--- src/rtl/mux_scan_pkg.sv ---
// Shared mode constants and state encoding for the scanning channel multiplexer.
package mux_scan_pkg;

  localparam logic MODE_MANUAL = 1'b0;
  localparam logic MODE_SCAN   = 1'b1;

  typedef enum logic {
    ST_MANUAL = 1'b0,
    ST_SCAN   = 1'b1
  } state_e;

endpackage

--- src/rtl/mux_scan_sel_if.sv ---
// Channel inputs, sequencer controls and the tagged sample stream of mux_scan_sel.
// MUX_SCAN_SEL_MASK_EN adds the per-channel scan enable mask ch_mask.
interface mux_scan_sel_if #(
  parameter int N = 8,
  parameter int W = 1
);
  localparam int SEL_W = $clog2(N);

  logic [N*W-1:0]   data_in;
  logic [SEL_W-1:0] sel;
  logic             mode;
  logic             hold;
`ifdef MUX_SCAN_SEL_MASK_EN
  logic [N-1:0]     ch_mask;
`endif
  logic [W-1:0]     dout;
  logic [SEL_W-1:0] dout_ch;
  logic             dout_valid;
  logic             wrap;

`ifdef MUX_SCAN_SEL_MASK_EN
  modport master (
    output data_in, sel, mode, hold, ch_mask,
    input  dout, dout_ch, dout_valid, wrap
  );
  modport slave (
    input  data_in, sel, mode, hold, ch_mask,
    output dout, dout_ch, dout_valid, wrap
  );
`else
  modport master (
    output data_in, sel, mode, hold,
    input  dout, dout_ch, dout_valid, wrap
  );
  modport slave (
    input  data_in, sel, mode, hold,
    output dout, dout_ch, dout_valid, wrap
  );
`endif

endinterface

--- src/rtl/mux_scan_next.sv ---
// Finds the next enabled channel after cur, searching circularly through mask.
// Combinational; wrap_flag is set when the search lands at or below cur.
module mux_scan_next #(
  parameter int N     = 8,
  parameter int SEL_W = $clog2(N)
) (
  input  logic [SEL_W-1:0] cur,
  input  logic [N-1:0]     mask,
  output logic [SEL_W-1:0] next_idx,
  output logic             wrap_flag
);

  int   j;
  logic found;

  always_comb begin
    next_idx  = cur;
    wrap_flag = 1'b0;
    found     = 1'b0;
    j         = 0;
    // i = N revisits cur itself, so a single enabled channel re-selects itself and wraps.
    for (int i = 1; i <= N; i++) begin
      j = int'(cur) + i;
      if (j >= N) j = j - N;
      if (!found && mask[j]) begin
        found     = 1'b1;
        next_idx  = SEL_W'(j);
        wrap_flag = (j <= int'(cur));
      end
    end
  end

endmodule

--- src/rtl/mux_scan_sel.sv ---
// N-channel registered mux with MANUAL select and a dwell-timed SCAN sequencer; one clock latency.
// Optional MUX_SCAN_SEL_MASK_EN restricts the scan to channels enabled in ch_mask.
module mux_scan_sel
  import mux_scan_pkg::*;
#(
  parameter int N     = 8,
  parameter int W     = 1,
  parameter int DWELL = 4
) (
  input logic           clk,
  input logic           rst,
  mux_scan_sel_if.slave bus
);

  localparam int SEL_W = $clog2(N);
  localparam int CNT_W = (DWELL > 1) ? $clog2(DWELL) : 1;
  localparam logic [CNT_W-1:0] CNT_LAST = CNT_W'(DWELL - 1);

  state_e           state, state_nxt;
  logic [CNT_W-1:0] cnt, cnt_nxt, cur_cnt;
  logic [SEL_W-1:0] scan_ch, scan_nxt, cur_ch, adv_ch, ch_nxt, man_idx;
  logic [W-1:0]     dout_nxt, man_dat, scan_dat;
  logic             vld_nxt, wrap_nxt, adv_wrap;
  logic             sel_ok, sel_en, ch_en, any_en, dwell_end;

  // Coming out of MANUAL the sequencer always starts from channel 0, count 0.
  assign cur_cnt   = (state == ST_MANUAL) ? '0 : cnt;
  assign cur_ch    = (state == ST_MANUAL) ? '0 : scan_ch;
  assign dwell_end = (cur_cnt == CNT_LAST);

  assign sel_ok   = (int'(bus.sel) < N);
  assign man_idx  = sel_ok ? bus.sel : '0;
  assign man_dat  = bus.data_in[man_idx*W +: W];
  assign scan_dat = bus.data_in[cur_ch*W +: W];

`ifdef MUX_SCAN_SEL_MASK_EN
  assign any_en = |bus.ch_mask;
  assign ch_en  = bus.ch_mask[cur_ch];
  assign sel_en = bus.ch_mask[man_idx];

  mux_scan_next #(
    .N     (N),
    .SEL_W (SEL_W)
  ) u_next (
    .cur       (cur_ch),
    .mask      (bus.ch_mask),
    .next_idx  (adv_ch),
    .wrap_flag (adv_wrap)
  );
`else
  localparam logic [SEL_W-1:0] CH_LAST = SEL_W'(N - 1);

  assign any_en   = 1'b1;
  assign ch_en    = 1'b1;
  assign sel_en   = 1'b1;
  assign adv_wrap = (cur_ch == CH_LAST);
  assign adv_ch   = adv_wrap ? '0 : cur_ch + SEL_W'(1);
`endif

  always_ff @(posedge clk) begin
    if (rst) state <= ST_MANUAL;
    else     state <= state_nxt;
  end

  always_comb begin
    state_nxt = ST_MANUAL;
    case (bus.mode)
      MODE_MANUAL: state_nxt = ST_MANUAL;
      MODE_SCAN:   state_nxt = ST_SCAN;
      default:     state_nxt = ST_MANUAL;
    endcase
  end

  always_comb begin
    dout_nxt = '0;
    ch_nxt   = '0;
    vld_nxt  = 1'b0;
    wrap_nxt = 1'b0;
    cnt_nxt  = '0;
    scan_nxt = '0;
    case (state_nxt)
      ST_MANUAL: begin
        ch_nxt  = bus.sel;
        vld_nxt = sel_ok && sel_en;
        if (sel_ok) dout_nxt = man_dat;
      end
      default: begin
        ch_nxt   = cur_ch;
        cnt_nxt  = cur_cnt;
        scan_nxt = cur_ch;
        // An empty mask parks the sequencer and forces a zero, invalid sample.
        if (any_en) begin
          dout_nxt = scan_dat;
          if (!bus.hold) begin
            if (dwell_end) begin
              cnt_nxt  = '0;
              scan_nxt = adv_ch;
              vld_nxt  = ch_en;
              wrap_nxt = adv_wrap;
            end else begin
              cnt_nxt = cur_cnt + CNT_W'(1);
            end
          end
        end
      end
    endcase
  end

  always_ff @(posedge clk) begin
    if (rst) begin
      cnt            <= '0;
      scan_ch        <= '0;
      bus.dout       <= '0;
      bus.dout_ch    <= '0;
      bus.dout_valid <= 1'b0;
      bus.wrap       <= 1'b0;
    end else begin
      cnt            <= cnt_nxt;
      scan_ch        <= scan_nxt;
      bus.dout       <= dout_nxt;
      bus.dout_ch    <= ch_nxt;
      bus.dout_valid <= vld_nxt;
      bus.wrap       <= wrap_nxt;
    end
  end

endmodule

--- src/flat_wrapper.sv ---
// flat-port wrapper written by rule: the top's interface ports become plain ports
module mux_scan_sel_flat import mux_scan_pkg::*;
#(
  parameter int N     = 8,
  parameter int W     = 1,
  parameter int DWELL = 4
)
  (clk, rst, bus_data_in, bus_sel, bus_mode, bus_hold, bus_dout, bus_dout_ch, bus_dout_valid, bus_wrap);
  mux_scan_sel_if #(.N(N), .W(W)) bus_i ();
  input logic clk;
  input logic rst;
  input wire logic [$bits(bus_i.data_in)-1:0] bus_data_in;
  input wire logic [$bits(bus_i.sel)-1:0] bus_sel;
  input wire logic [$bits(bus_i.mode)-1:0] bus_mode;
  input wire logic [$bits(bus_i.hold)-1:0] bus_hold;
  output wire logic [$bits(bus_i.dout)-1:0] bus_dout;
  output wire logic [$bits(bus_i.dout_ch)-1:0] bus_dout_ch;
  output wire logic [$bits(bus_i.dout_valid)-1:0] bus_dout_valid;
  output wire logic [$bits(bus_i.wrap)-1:0] bus_wrap;
  assign bus_i.data_in = bus_data_in;
  assign bus_i.sel = bus_sel;
  assign bus_i.mode = bus_mode;
  assign bus_i.hold = bus_hold;
  assign bus_dout = bus_i.dout;
  assign bus_dout_ch = bus_i.dout_ch;
  assign bus_dout_valid = bus_i.dout_valid;
  assign bus_wrap = bus_i.wrap;
  mux_scan_sel #(.N(N), .W(W), .DWELL(DWELL)) u_core (.clk(clk), .rst(rst), .bus(bus_i));
endmodule
--- config.mk ---
export PLATFORM = sky130hd
export DESIGN_NAME = mux_scan_sel_flat
export DESIGN_NICKNAME = d
export VERILOG_FILES = /design/src/rtl/mux_scan_pkg.sv /design/src/rtl/mux_scan_sel_if.sv /design/src/rtl/mux_scan_next.sv /design/src/rtl/mux_scan_sel.sv /design/src/flat_wrapper.sv
export SDC_FILE = /design/constraint.sdc
export NUM_CORES = 1
export LEC_CHECK = 0
export CORE_UTILIZATION = 38
export DETAILED_ROUTE_END_ITERATION = 10
export PLACE_DENSITY_LB_ADDON = 0.08
export RECOVER_POWER = 100
export SKIP_LAST_GASP = 1
export SLEW_MARGIN = 5
export SYNTH_ARGS = -nofsm -noshare
export SYNTH_HDL_FRONTEND = slang
export SYNTH_HIERARCHICAL = 1
export SYNTH_SLANG_ARGS = --single-unit
export TNS_END_PERCENT = 30
--- constraint.sdc ---
create_clock -name clk -period 1.6 [get_ports clk]
set_input_delay 0.4 -clock clk [delete_from_list [all_inputs] [get_ports clk]]
set_output_delay 0.4 -clock clk [all_outputs]
set_load 0.005 [all_outputs]
==> key figures <==
Synthesis
  • Simple-Gate Fraction of Synth Area: 23.6%
  • Count of yosys warnings during synthesis: 6
  • Synthesized cell area: 584 um^2
  • #FFs+latches synth: 12
  • Synthesized netlist cell count: 61
  • Syn Area/Cell: approximately 9.6 um^2
  • Synth cell types: 21
  • Fraction of synthesized area in multiplexers: 5.14%
  • Post-Synth XOR/XNOR Area: 4.50%
  • Synthesized Nets: roughly 80
  • Sequential share of the synthesized area: 41.1%
  • Synth Area in Adders: under 10%
  • Largest family of logic cells by synthesized area: simple AND/OR/NAND/NOR gates
  • Compound-cell area share of the yosys netlist: 18.2%

Setup path
  • CP max stage delay: between 400 and 500 ps
  • CP arrival: about 1100 ps
  • Crit path buf inv count: 1
  • Crit start category: register
  • Crit-path slowest cell: clkdlybuf4s50_1
  • CP Class: reg -> out
  • Worst R2R Start: u_core/state
  • Crit. End Element: output port
  • Maximum fanout along the worst path: 1
  • CP cell instances: clkdlybuf4s50_1
  • Worst path top cell family by delay: buffers and inverters
  • Required time of the critical path: 1200 ps
  • Crit path launch: u_core/bus.dout_ch[1]

Hold path
  • Hold/Removal Path Class: reg -> reg
  • Hold Crit Start: u_core/scan_ch[0]

Floorplan
  • Die Span X: approximately 41 um
  • Core Region: 1370 um^2
  • Die area: 1700 um^2
  • Top Ports: 21
  • Die height: 41.2 um
  • Row count: 13
  • Initial core utilization: 42.8%

Pwr
  • Leak pwr: 0.380 nW
  • Pwr per Cell Area: 719 nW/um^2
  • Max VDD drop: slightly above 400 uV

Timing
  • Final setup viols: 0
  • RSZ-0062 raised after global routing: no
  • Slew Limit Fails: 0
  • Hold slack: 556 ps
  • Fin worst setup slack: 131 ps
  • Clock Skew: 1.06 ps
  • Final period util: 91.8%
  • Max_slew headroom: a little over four fifths
  • Slew @ Worst Pin: 242 ps
  • Shortest period the worst path allows: between 1000 and 1500 ps
  • Max Clock Freq: 681 MHz
  • Final Hold Fails: 0

Routing
  • DRT Wirelength: 1290 um
  • DR iter-0 viols: 18
  • Routed Antenna Nets: 0
  • DRT Pass-1 Iters: 4
  • DRC: 0
  • Wire length per cell: 11.7 um
  • Detailed-route vias per instance: 4.95
  • Via count: between 500 and 600

Layout
  • Nets: approximately 110
  • Commonest non-fill, non-tap cell in the layout: clkdlybuf4s50_1
  • Post-route design area: 900 um^2
  • Register area: ~240 um^2
  • Most frequent cells in the layout: clkdlybuf4s50_1, dfxtp_1, buf_4, and3_1
  • # diodes: 0
  • Share of layout cells above drive strength 1: roughly 17%
  • Fill count: 133
  • Area Growth Syn to Fin: 54.0%
  • Area occupied by multi-input gates: 319 um^2

Run status
  • Status: finished, final reports clean

Clock tree
  • CTS tree: yes
  • Root Buffer: clkbuf_4
  • Htree depth: 1
  • Clock buffer depth: 2
  • CTS Buf Count: 3
  • Post-CTS sizing: 1
  • Clk sinks: 12
  • CTS Hold Bufs: 0
  • Worst skew pair latency: 270 ps
  • Postcts setup bufs: 0
  • Worst-path clk slew: 70 ps

Global routing
  • First-pass GRT wire length: 1900 um
  • GRT overflow: 0
  • Largest net degree at the start of global routing: 10
  • GRT Total Usage: 18.1%
  • Initial antenna violation count: 0
  • Vias in the first global route: about 470

Run
  • Maxcap violations: 0

Placed design
  • Post-DP HPWL: 1010 um
  • Port buffer count: 20
  • Setup slack at placement: -338 ps
  • Area post-placement: 875 um^2
  • Gpl congestion: 0.714
-- layer usage --
layer | part of all wire, % | GRT usage [%] | vias up
met3 | 6.4 | 8.70 | 2
met2 | 45 | 29.3 | 17
met4 | 1.3 | 7.26 | 0
met5 | 0 | 0 | -
li1 | - | - | 287
met1 | 48 | 20.2 | 239
-- area by class of cell --
| cell class | instances | share of cell area [%] |
|---|---|---|
| clock buffers | 4 | 4.03 |
| inverters | 2 | 0.834 |
| multi-input cells | 46 | 35.5 |
| flip-flops and latches | 12 | 26.7 |
| well taps | 15 | 2.09 |
| repair buffers | 31 | 30.9 |
-- synthesized netlist by cell type (all sizes together) --
cell | number | share of area, %
a21oi | 3 | 2.6
a22o | 1 | 1.5
a22oi | 2 | 2.6
a311oi | 2 | 5.1
a32oi | 2 | 3.0
and2 | 4 | 4.3
and3 | 5 | 5.4
buf | 1 | 1.9
dfxtp | 12 | 41
ha | 2 | 4.3
inv | 2 | 1.3
mux2i | 3 | 5.1
nand2 | 2 | 1.3
nand2b | 3 | 3.2
nand3 | 2 | 2.6
nor2 | 4 | 2.6
nor2b | 4 | 4.3
o21ai | 4 | 3.4
xnor2 | 2 | 3.0
xor2 | 1 | 1.5
-- metrics by stage --
step           std cells  utilization, %  setup TNS [ps]  power [mW]
3_3_place_gp         106            64.0            -398       0.426
6_report             110            65.8               0       0.647
3_5_place_dp         106            64.0            -465       0.426
4_1_cts              110            66.6               0       0.660
2_1_floorplan         61               -               0       0.355
5_1_grt              110            65.8               0       0.678
-- power breakdown --
part           switching (mW)  total (mW)  leakage, nW  internal, mW
clock                  0.0930       0.231       0.0210         0.138
combinational          0.0361       0.105        0.261        0.0688
sequential            0.00270       0.311       0.0981         0.308
-- final timing paths --
check,end,slack (ps),cells after the start
max,bus_dout_ch[1],130,1
max reg2reg,u_core/scan_ch[2],190,6
min reg2reg,u_core/bus.dout_ch[0],560,2
min,u_core/bus.dout_ch[0],560,2
-- flip-flops by register name, indices dropped and copies added (netlist names) --
register and count:
u_core/cnt 2, u_core/bus.dout_ch 3, u_core/bus.wrap 1, u_core/state 1, u_core/bus.dout_valid 1, u_core/bus.dout 1, u_core/scan_ch 3
-- cells by family after synthesis --
logic type | Yosys count
AND/OR/NAND/NOR | 24
AO/OA/AOI/OAI | 14
flip-flops | 12
XOR/XNOR | 3
buffers and inverters | 3
multiplexers | 3
adder cells (fa/ha/maj) | 2
Power figures use the tool's default switching activity.
